`src/rtl/instr_prefetch_buffer_pkg.sv`:
```
// Shared types and default sizing for the instruction prefetch buffer.
package pf_pkg;

  localparam int PF_DEPTH  = 16;
  localparam int PF_PEEK   = 4;
  localparam int PF_ADDR_W = 24;

  typedef enum logic [1:0] {
    ST_REDIRECT = 2'd0,
    ST_RUN      = 2'd1,
    ST_STALL    = 2'd2
  } pf_state_e;

  // A word read from an odd address only yields its upper byte.
  function automatic logic [1:0] fetch_len(input logic addr_lsb);
    return addr_lsb ? 2'd1 : 2'd2;
  endfunction

endpackage

```
`src/rtl/instr_prefetch_buffer_if.sv`:
```
// Word-read bus between the prefetch buffer (master) and instruction memory (slave).
interface instr_prefetch_buffer_if
  import pf_pkg::*;
#(
  parameter int ADDR_W = PF_ADDR_W
);
  logic              bus_req;
  logic [ADDR_W-1:0] bus_addr;
  logic              bus_ack;
  logic [15:0]       bus_data;

  modport master (output bus_req, bus_addr, input bus_ack, bus_data);
  modport slave  (input bus_req, bus_addr, output bus_ack, bus_data);
endinterface

```
`src/rtl/instr_prefetch_buffer_byte_ring.sv`:
```
// Circular byte store: up to two bytes written per cycle, PEEK-byte window from the oldest byte.
module pf_byte_ring
  import pf_pkg::*;
#(
  parameter int  DEPTH = PF_DEPTH,
  parameter int  PEEK  = PF_PEEK,
  localparam int PW    = $clog2(DEPTH),
  localparam int CW    = PW + 1
) (
  input  logic              clk,
  input  logic              reset,
  input  logic              clear,
  input  logic              wr_en,
  input  logic              wr_two,
  input  logic [7:0]        wr_byte0,
  input  logic [7:0]        wr_byte1,
  input  logic              rd_en,
  input  logic [2:0]        rd_len,
  input  logic [CW-1:0]     count,
  output logic [8*PEEK-1:0] peek_data
);

  logic [7:0]    mem_q [DEPTH];
  logic [PW-1:0] rd_ptr_q, rd_ptr_d;
  logic [PW-1:0] wr_ptr_q, wr_ptr_d;
  logic [PW-1:0] wr_ptr_p1;

  assign wr_ptr_p1 = wr_ptr_q + PW'(1);

  always_comb begin
    rd_ptr_d = rd_ptr_q;
    wr_ptr_d = wr_ptr_q;
    if (clear) begin
      rd_ptr_d = '0;
      wr_ptr_d = '0;
    end else begin
      if (wr_en) wr_ptr_d = wr_ptr_q + (wr_two ? PW'(2) : PW'(1));
      if (rd_en) rd_ptr_d = rd_ptr_q + PW'(rd_len);
    end
  end

  always_ff @(posedge clk) begin
    if (reset) begin
      rd_ptr_q <= '0;
      wr_ptr_q <= '0;
    end else begin
      rd_ptr_q <= rd_ptr_d;
      wr_ptr_q <= wr_ptr_d;
    end
  end

  always_ff @(posedge clk) begin
    if (wr_en && !clear && !reset) begin
      mem_q[wr_ptr_q] <= wr_byte0;
      if (wr_two) mem_q[wr_ptr_p1] <= wr_byte1;
    end
  end

  // Slots beyond the fill level read zero so stale bytes never leak to the decoder.
  for (genvar gi = 0; gi < PEEK; gi++) begin : g_peek
    assign peek_data[8*gi +: 8] = (CW'(gi) < count) ? mem_q[rd_ptr_q + PW'(gi)] : 8'h00;
  end

endmodule

```
`src/rtl/instr_prefetch_buffer.sv`:
```
// Instruction prefetch buffer: fetch FSM, fill count and fetch address around a byte ring.
module instr_prefetch_buffer
  import pf_pkg::*;
#(
  parameter int  DEPTH  = PF_DEPTH,
  parameter int  PEEK   = PF_PEEK,
  parameter int  ADDR_W = PF_ADDR_W,
  localparam int CW     = $clog2(DEPTH) + 1
) (
  input  logic                     clk,
  input  logic                     reset,
  input  logic                     flush,
  input  logic [ADDR_W-1:0]        flush_addr,
  instr_prefetch_buffer_if.master  bus,
  input  logic                     pop,
  input  logic [2:0]               pop_len,
  output logic [8*PEEK-1:0]        peek_data,
  output logic [CW-1:0]            count,
  output logic [ADDR_W-1:0]        fetch_addr
);

  pf_state_e         state_q, state_d;
  logic [CW-1:0]     count_q, count_d;
  logic [ADDR_W-1:0] fetch_addr_q, fetch_addr_d;
  logic              req;
  logic              ack_ok;
  logic              pop_ok;
  logic [1:0]        push_len;
  logic [CW:0]       need_total;
  logic [8*PEEK-1:0] ring_peek;

  assign req      = (state_q == ST_RUN) && !reset;
  assign push_len = fetch_len(fetch_addr_q[0]);
  assign ack_ok   = req && bus.bus_ack && !flush;
  assign pop_ok   = pop && !flush && (pop_len != 3'd0) && (int'(pop_len) <= PEEK)
                    && (CW'(pop_len) <= count_q);

  // RUN is only held while the next fetch is guaranteed to fit, so a push never overflows.
  always_comb begin
    count_d      = count_q;
    fetch_addr_d = fetch_addr_q;
    state_d      = state_q;
    need_total   = '0;
    if (flush) begin
      count_d      = '0;
      fetch_addr_d = flush_addr;
      state_d      = ST_REDIRECT;
    end else begin
      if (ack_ok) begin
        count_d      = count_q + CW'(push_len);
        fetch_addr_d = fetch_addr_q + ADDR_W'(push_len);
      end
      if (pop_ok) count_d = count_d - CW'(pop_len);
      need_total = {1'b0, count_d} + (CW+1)'(fetch_len(fetch_addr_d[0]));
      state_d    = (need_total <= (CW+1)'(DEPTH)) ? ST_RUN : ST_STALL;
    end
  end

  always_ff @(posedge clk) begin
    if (reset) begin
      state_q      <= ST_REDIRECT;
      count_q      <= '0;
      fetch_addr_q <= flush_addr;
    end else begin
      state_q      <= state_d;
      count_q      <= count_d;
      fetch_addr_q <= fetch_addr_d;
    end
  end

  pf_byte_ring #(
    .DEPTH (DEPTH),
    .PEEK  (PEEK)
  ) u_ring (
    .clk       (clk),
    .reset     (reset),
    .clear     (flush),
    .wr_en     (ack_ok),
    .wr_two    (!fetch_addr_q[0]),
    .wr_byte0  (fetch_addr_q[0] ? bus.bus_data[15:8] : bus.bus_data[7:0]),
    .wr_byte1  (bus.bus_data[15:8]),
    .rd_en     (pop_ok),
    .rd_len    (pop_len),
    .count     (count_q),
    .peek_data (ring_peek)
  );

  assign bus.bus_req  = req;
  assign bus.bus_addr = {fetch_addr_q[ADDR_W-1:1], 1'b0};
  assign peek_data    = reset ? '0 : ring_peek;
  assign count        = count_q;
  assign fetch_addr   = fetch_addr_q;

endmodule

```
`src/flat_wrapper.sv`:
```
// flat-port wrapper written by rule: the top's interface ports become plain ports
module instr_prefetch_buffer_flat import pf_pkg::*;
#(
  parameter int  DEPTH  = PF_DEPTH,
  parameter int  PEEK   = PF_PEEK,
  parameter int  ADDR_W = PF_ADDR_W,
  localparam int CW     = $clog2(DEPTH) + 1
)
  (clk, reset, flush, flush_addr, pop, pop_len, peek_data, count, fetch_addr, bus_bus_req, bus_bus_addr, bus_bus_ack, bus_bus_data);
  instr_prefetch_buffer_if #(.ADDR_W(ADDR_W)) bus_i ();
  input  logic clk;
  input  logic reset;
  input  logic flush;
  input  logic [ADDR_W-1:0] flush_addr;
  input  logic pop;
  input  logic [2:0] pop_len;
  output logic [8*PEEK-1:0] peek_data;
  output logic [CW-1:0] count;
  output logic [ADDR_W-1:0] fetch_addr;
  output wire logic [$bits(bus_i.bus_req)-1:0] bus_bus_req;
  output wire logic [$bits(bus_i.bus_addr)-1:0] bus_bus_addr;
  input wire logic [$bits(bus_i.bus_ack)-1:0] bus_bus_ack;
  input wire logic [$bits(bus_i.bus_data)-1:0] bus_bus_data;
  assign bus_bus_req = bus_i.bus_req;
  assign bus_bus_addr = bus_i.bus_addr;
  assign bus_i.bus_ack = bus_bus_ack;
  assign bus_i.bus_data = bus_bus_data;
  instr_prefetch_buffer #(.DEPTH(DEPTH), .PEEK(PEEK), .ADDR_W(ADDR_W)) u_core (.clk(clk), .reset(reset), .flush(flush), .flush_addr(flush_addr), .bus(bus_i), .pop(pop), .pop_len(pop_len), .peek_data(peek_data), .count(count), .fetch_addr(fetch_addr));
endmodule
```
`config.mk`:
```
export PLATFORM = sky130hd
export DESIGN_NAME = instr_prefetch_buffer_flat
export DESIGN_NICKNAME = d
export VERILOG_FILES = /design/src/rtl/instr_prefetch_buffer_pkg.sv /design/src/rtl/instr_prefetch_buffer_if.sv /design/src/rtl/instr_prefetch_buffer_byte_ring.sv /design/src/rtl/instr_prefetch_buffer.sv /design/src/flat_wrapper.sv
export SDC_FILE = /design/constraint.sdc
export NUM_CORES = 1
export LEC_CHECK = 0
export CORE_AREA = 4 4 184 186
export CTS_BUF_LIST = sky130_fd_sc_hd__clkbuf_16
export DETAILED_ROUTE_END_ITERATION = 12
export DIE_AREA = 0 0 188 190
export PLACE_DENSITY = 0.62
export SYNTH_ARGS = -nofsm -noshare
export SYNTH_HDL_FRONTEND = slang
export SYNTH_SLANG_ARGS = --single-unit
```
`constraint.sdc`:
```
create_clock -name clk -period 7.41 [get_ports clk]
set_clock_uncertainty 0.1 [all_clocks]
set_input_delay 0.741 -clock clk [delete_from_list [all_inputs] [get_ports clk]]
set_output_delay 0.741 -clock clk [all_outputs]
set_load 0.05 [all_outputs]
```
**Word level (Yosys, flattened, before mapping)**

Memories as Yosys holds them, arrays and structs flattened. A register that Yosys moved wholly into a read port is not among the register bits.
Index checks and enable logic that the tools add are counted.

- Equal/unequal tests: 1
- $lt $le $gt $ge: 7
- Reduce and logical (&&, ||, !) cells: 14
- Add/subtract/negate cells: 10
- Mux-type cells: 25

Operators by type and width:

| cell | count |
|---|---|
| 24-bit two-way mux | 4 |
| 8-bit two-way mux | 5 |
| 32-bit two-way mux | 1 |
| 24-bit by 2-bit adder with 24-bit output | 1 |
| 5-bit two-way mux | 4 |
| 1-bit by 5-bit < comparator with 1-bit output, first input constant | 2 |
| 2-bit by 5-bit < comparator with 1-bit output, first input constant | 2 |
| 1-bit logical AND | 9 |
| 4-bit by 1-bit adder with 4-bit output, second input constant | 2 |
| 4-bit by 2-bit adder with 4-bit output, second input constant | 2 |
| 2-bit two-way mux | 4 |
| 4-bit two-way mux | 2 |
| 5-bit by 2-bit adder with 6-bit output | 1 |
| 6-bit by 5-bit less-or-equal comparator with 1-bit output, second input constant | 1 |
| 3-bit nonzero test | 2 |
| 5-bit by 2-bit adder with 5-bit output | 1 |
| 3-bit by 5-bit less-or-equal comparator with 1-bit output | 1 |
| 1-bit two-way mux | 5 |
| 5-bit by 3-bit subtractor with 5-bit output | 1 |
| 4-bit by 2-bit adder with 4-bit output | 1 |
| 4-bit by 3-bit adder with 4-bit output | 1 |
| 3-bit less-or-equal comparator, second input constant | 1 |
| 2-bit by 1-bit == test with 1-bit output, second input constant | 1 |
| 1-bit logical NOT | 2 |
| 2-bit OR reduction | 1 |

- Memory bits (writable): 128
- Output and inout port bits: 86
- Word-level logic and storage cells: 64
- Flip-flop bits (word level): 39
- Input bits: 48
- Memories: 1

Memories:

| memory | words | bits a word | rd ports | clocked after memory_dff | write ports | line | source |
|---|---|---|---|---|---|---|---|
| u_core.u_ring.mem_q | 16 | 8 | 4 | 1 | 2 | instr_prefetch_buffer_byte_ring.sv:23 | `logic [7:0] mem_q [DEPTH];` |

**Depth between registers and ports, before layout**

- Depth in word-level cells: 12
- Depth in mapped cells: 15

**Hierarchy**

From an unflattened synthesis, not the netlist that was laid out.

- Cells, all modules: 1142
- Area total of the unflattened synthesis: 13357.8 um^2

Modules (own cells, without submodules):

| module | area an instance (um^2) | instances | seq. area each (um^2) | cells an instance |
|---|---|---|---|---|
| pf_byte_ring | 10695.3 | 1 | 4083.9 | 835 |
| instr_prefetch_buffer | 2662.6 | 1 | 850.8 | 307 |

**Least setup slack after synthesis**

No wires, ideal clock.

- Path kind: flip-flop to output port
- Start: register u_core.u_ring.rd_ptr_q[0]
- End: output port peek_data[26]
- Stages on the path, launching flop included: 12
- Buffers on the path: 6
- Arrival time: 3717 ps
- Slack: 2852 ps
- Required time: 6569 ps
- Path through: dfxtp_1 buf_4 buf_2 buf_2 inv_1 ha_1 buf_2 buf_2 clkbuf_1 mux4_2 mux2i_1 a211oi_1

- Word-level cells in the longest chain between the ends: 4

RTL lines:

| element | line | source |
|---|---|---|
| start, declared | instr_prefetch_buffer_byte_ring.sv:24 | `logic [PW-1:0] rd_ptr_q, rd_ptr_d;` |
| start signal, assigned | instr_prefetch_buffer_byte_ring.sv:47 | `rd_ptr_q <= rd_ptr_d;` |
| 4-bit by 2-bit adder with 4-bit output | instr_prefetch_buffer_byte_ring.sv:61 | `assign peek_data[8*gi +: 8] = (CW'(gi) < count) ? mem_q[rd_ptr_q + PW'(gi)] : 8'h00;` |
| memory read 16 x 8 bit | -- |  |
| 8-bit two-way mux | instr_prefetch_buffer_byte_ring.sv:61 |  |
| 32-bit two-way mux | instr_prefetch_buffer.sv:90 | `assign peek_data = reset ? '0 : ring_peek;` |
| end, declared | flat_wrapper.sv:17 | `output logic [8*PEEK-1:0] peek_data;` |

No other way between the ends.

**Worst setup path in the final report**

Same ends and word-level chain as after synthesis.

==> results.yml <==
run_status:
  outcome: "finished clean"
synthesis:
  netlist_instances: 1043
  netlist_area_um2: 12700
  synth_seq_area_share: 0.389
  syn_nets: 1117
  synth-warning-count: 0
  synth.avg_cell_area_um2: 12.2
  yosysUniqueCellTypes: 56
  ys_ff_latch: 171
sta:
  fmax_mhz: 179
  tightest_slew_ns: 1.45
  fin_setup_tns_ns: 0
  grt_setup_unrepaired: "false"
  slew_headroom: 0.0266
  hold_viol_final: 0
  post-route-period-util: 0.754
  hold_slack_ns: 0.452
  slew_violations: 0
  setup_viol: 0
  fin_crit_ns: 5.59
clocking:
  cts_tree: "done"
  cts-hold-fix-buffers: 0
  worstSkewPairLatency_ns: 0.44
  cts_buffers: 17
  clkTransAtPathRegs_ns: 0.07
  h-tree-depth: 4
  cts_max_path_buffers: 2
  cts-resized-gates: 0
  cts_sinks: 171
  post_cts_buffers: 0
  clock-root-buffer: "clkbuf_16"
drt:
  via_count: 9153
  post-route-drc-count: 0
  drt-pass1-iter-count: 5
  postRouteAntennaNets: 0
  wl_mm: 37.4
  vias_per_cell: 5.91
  wl_per_cell_um: 24.1
  drt_iter0_drc: 970
layout:
  post-route-util: 0.455
  fin_cells: 1550
  syn_to_final_growth_pct: 15.9
  num_antenna_cells: 0
  nets: 1169
  layout-drive-gt1-share: 0.230
  fillCellCount: 2890
worst_setup_path:
  cp-start-kind: "flop"
  worstPathRequired_ns: 6.57
  cp_max_fo: 46
  worst-setup-path-type: "flop to primary output"
  endpoint_kind: "primary output"
  critPathArrivalTime_ns: 4.74
floorplanning:
  std_cell_rows: 66
  start_util: 0.393
  core_um2: 32300
  dieArea_um2: 35700
  fp.dieW_um: 188
  fp.dieH_um: 190
  pin_count: 134
run:
  drv_cap: 0
global_routing:
  grt_pass1_vias: 8924
  antenna_found_initial: 0
  grtUsageTotal: 0.209
  grt_pass1_wl_mm: 56.5
  grt_max_degree: 57
  overflow: 0
place:
  place.port_buffers: 132
  dp.cells: 1518
  gp_congestion: 0.902
  dp_hpwl_mm: 26.2
power_and_ir_drop:
  power_density_nw_per_um2: 159
  peakVddDrop_uv: 127
  p_leak_nw: 4.67
worst_hold_path:
  min_path_type: "flop to flop"
[routing by layer]
metal / wire, um / GRT usage
met1: 14600 / 0.276
met2: 17400 / 0.320
met3: 4260 / 0.0727
met4: 1140 / 0.0774
met5: 0 / 0
[path summary, 6_finish.rpt]
kind / depth (start not counted) / slack [ns] / end / start
worst max-delay path: 8 / 1.82 / peek_data[26] / u_core.u_ring.rd_ptr_q[0]
worst min-delay path: 2 / 0.45 / u_core.u_ring.wr_ptr_q[0] / u_core.u_ring.wr_ptr_q[0]
worst max register to register: 11 / 3.25 / u_core.state_q[0] / u_core.state_q[1]
worst min register to register: 2 / 0.45 / u_core.u_ring.wr_ptr_q[0] / u_core.u_ring.wr_ptr_q[0]
[cell usage after synthesis (all sizes together)]
cell | n | area share
edfxtp | 151 | 0.36
mux4 | 144 | 0.26
nor2 | 128 | 0.038
a21oi | 98 | 0.039
nand2 | 65 | 0.019
buf | 60 | 0.029
clkbuf | 54 | 0.017
mux2 | 49 | 0.044
a211oi | 33 | 0.020
o21ai | 30 | 0.012
mux2i | 29 | 0.023
nor2b | 29 | 0.014
xor2 | 22 | 0.015
ha | 21 | 0.021
dfxtp | 20 | 0.032
inv | 18 | 0.0053
xnor2 | 17 | 0.012
nand3 | 11 | 0.0043
and3 | 9 | 0.0044
and2b | 8 | 0.0047
and2 | 5 | 0.0025
fa | 5 | 0.0079
nand4b | 4 | 0.0033
nor3 | 4 | 0.0025
or3 | 4 | 0.0020
o31ai | 3 | 0.0018
or2 | 3 | 0.0015
nand2b | 2 | 0.00099
nand4 | 2 | 0.00099
nor4 | 2 | 0.0027
o22ai | 2 | 0.00099
a2111oi | 1 | 0.0012
a211o | 1 | 0.00069
a21o | 1 | 0.00059
and3b | 1 | 0.00069
and4 | 1 | 0.00069
conb | 1 | 0.00030
nand3b | 1 | 0.00059
nor3b | 1 | 0.00059
o211ai | 1 | 0.00059
o21a | 1 | 0.00059
o21bai | 1 | 0.00059
[per-stage QoR]
step / area [um2] / total power [W] / worst slack, ns
after floorplan: 12700 / 0.00138 / 2.85
after global placement: 14100 / 0.00148 / 2.28
after detailed placement: 14100 / 0.00149 / 2.25
after CTS: 14700 / 0.00236 / 1.77
after global routing: 14700 / 0.00243 / 1.39
final: 14700 / 0.00235 / 1.82
[flip-flops by register name (all words and copies together) (netlist names), named ones only]
register                cells
u_core.u_ring.mem_q       128
u_core.count                5
u_core.fetch_addr          24
u_core.state_q              2
u_core.u_ring.wr_ptr_q      4
u_core.u_ring.rd_ptr_q      4
[worst max-delay path, cell delays in order (launching register included)]
cell and delay, ns:
dfxtp_4 0.87, inv_1 0.16, ha_2 0.94, buf_4 0.50, mux4_2 0.27, nor2b_1 0.13
a211oi_1 0.07, a211oi_1 0.44, clkdlybuf4s50_1 0.89
[cell families (layout without fill, tap and decap cells)]
logic type / count (synthesis) / count (layout) / share of synthesized area
other: 1 / 1 / 0.000296
adder cells (fa/ha/maj): 26 / 26 / 0.0286
buffers and inverters: 132 / 197 / 0.0507
flip-flops: 171 / 171 / 0.389
AO/OA/AOI/OAI: 172 / 172 / 0.0773
AND/OR/NAND/NOR: 280 / 280 / 0.104
multiplexers: 222 / 222 / 0.323
XOR/XNOR: 39 / 39 / 0.0275
[layout make-up]
class	instances	area, um2	share of cell area
multi-input cells	740	7140	0.486
flip-flops and latches	171	4940	0.336
repair buffers	147	1430	0.0975
well taps	442	553	0.0376
clock buffers	17	425	0.0289
clock inverters	15	141	0.00961
inverters	18	67.6	0.00459
[power breakdown]
part / switching, W / total [W] / internal, W
sequential: 0.0000233 / 0.00110 / 0.00107
combinational: 0.000222 / 0.000372 / 0.000150
clock: 0.000407 / 0.000876 / 0.000469
total: 0.000652 / 0.00235 / 0.00169
[placed cells by master (no fill, tap or decap), drive strengths merged, types with 3 or more instances in the layout]
cell type and instances:
clkinvlp 4, nor2b 29, or3 4, mux2 49, nand2 65, mux4 144
xnor2 17, clkinv 5, o21ai 30, nand4b 4, or2 3, and2b 8
a211oi 33, nand3 11, clkdlybuf4s50 132, dfxtp 20, and3 9, nor3 4
inv 23, mux2i 29, and2 5, xor2 22, o31ai 3, buf 15
ha 21, fa 5, clkbuf 17, nor2 128, a21oi 98, edfxtp 151
Note: power is estimated with default switching activity, not from simulation.
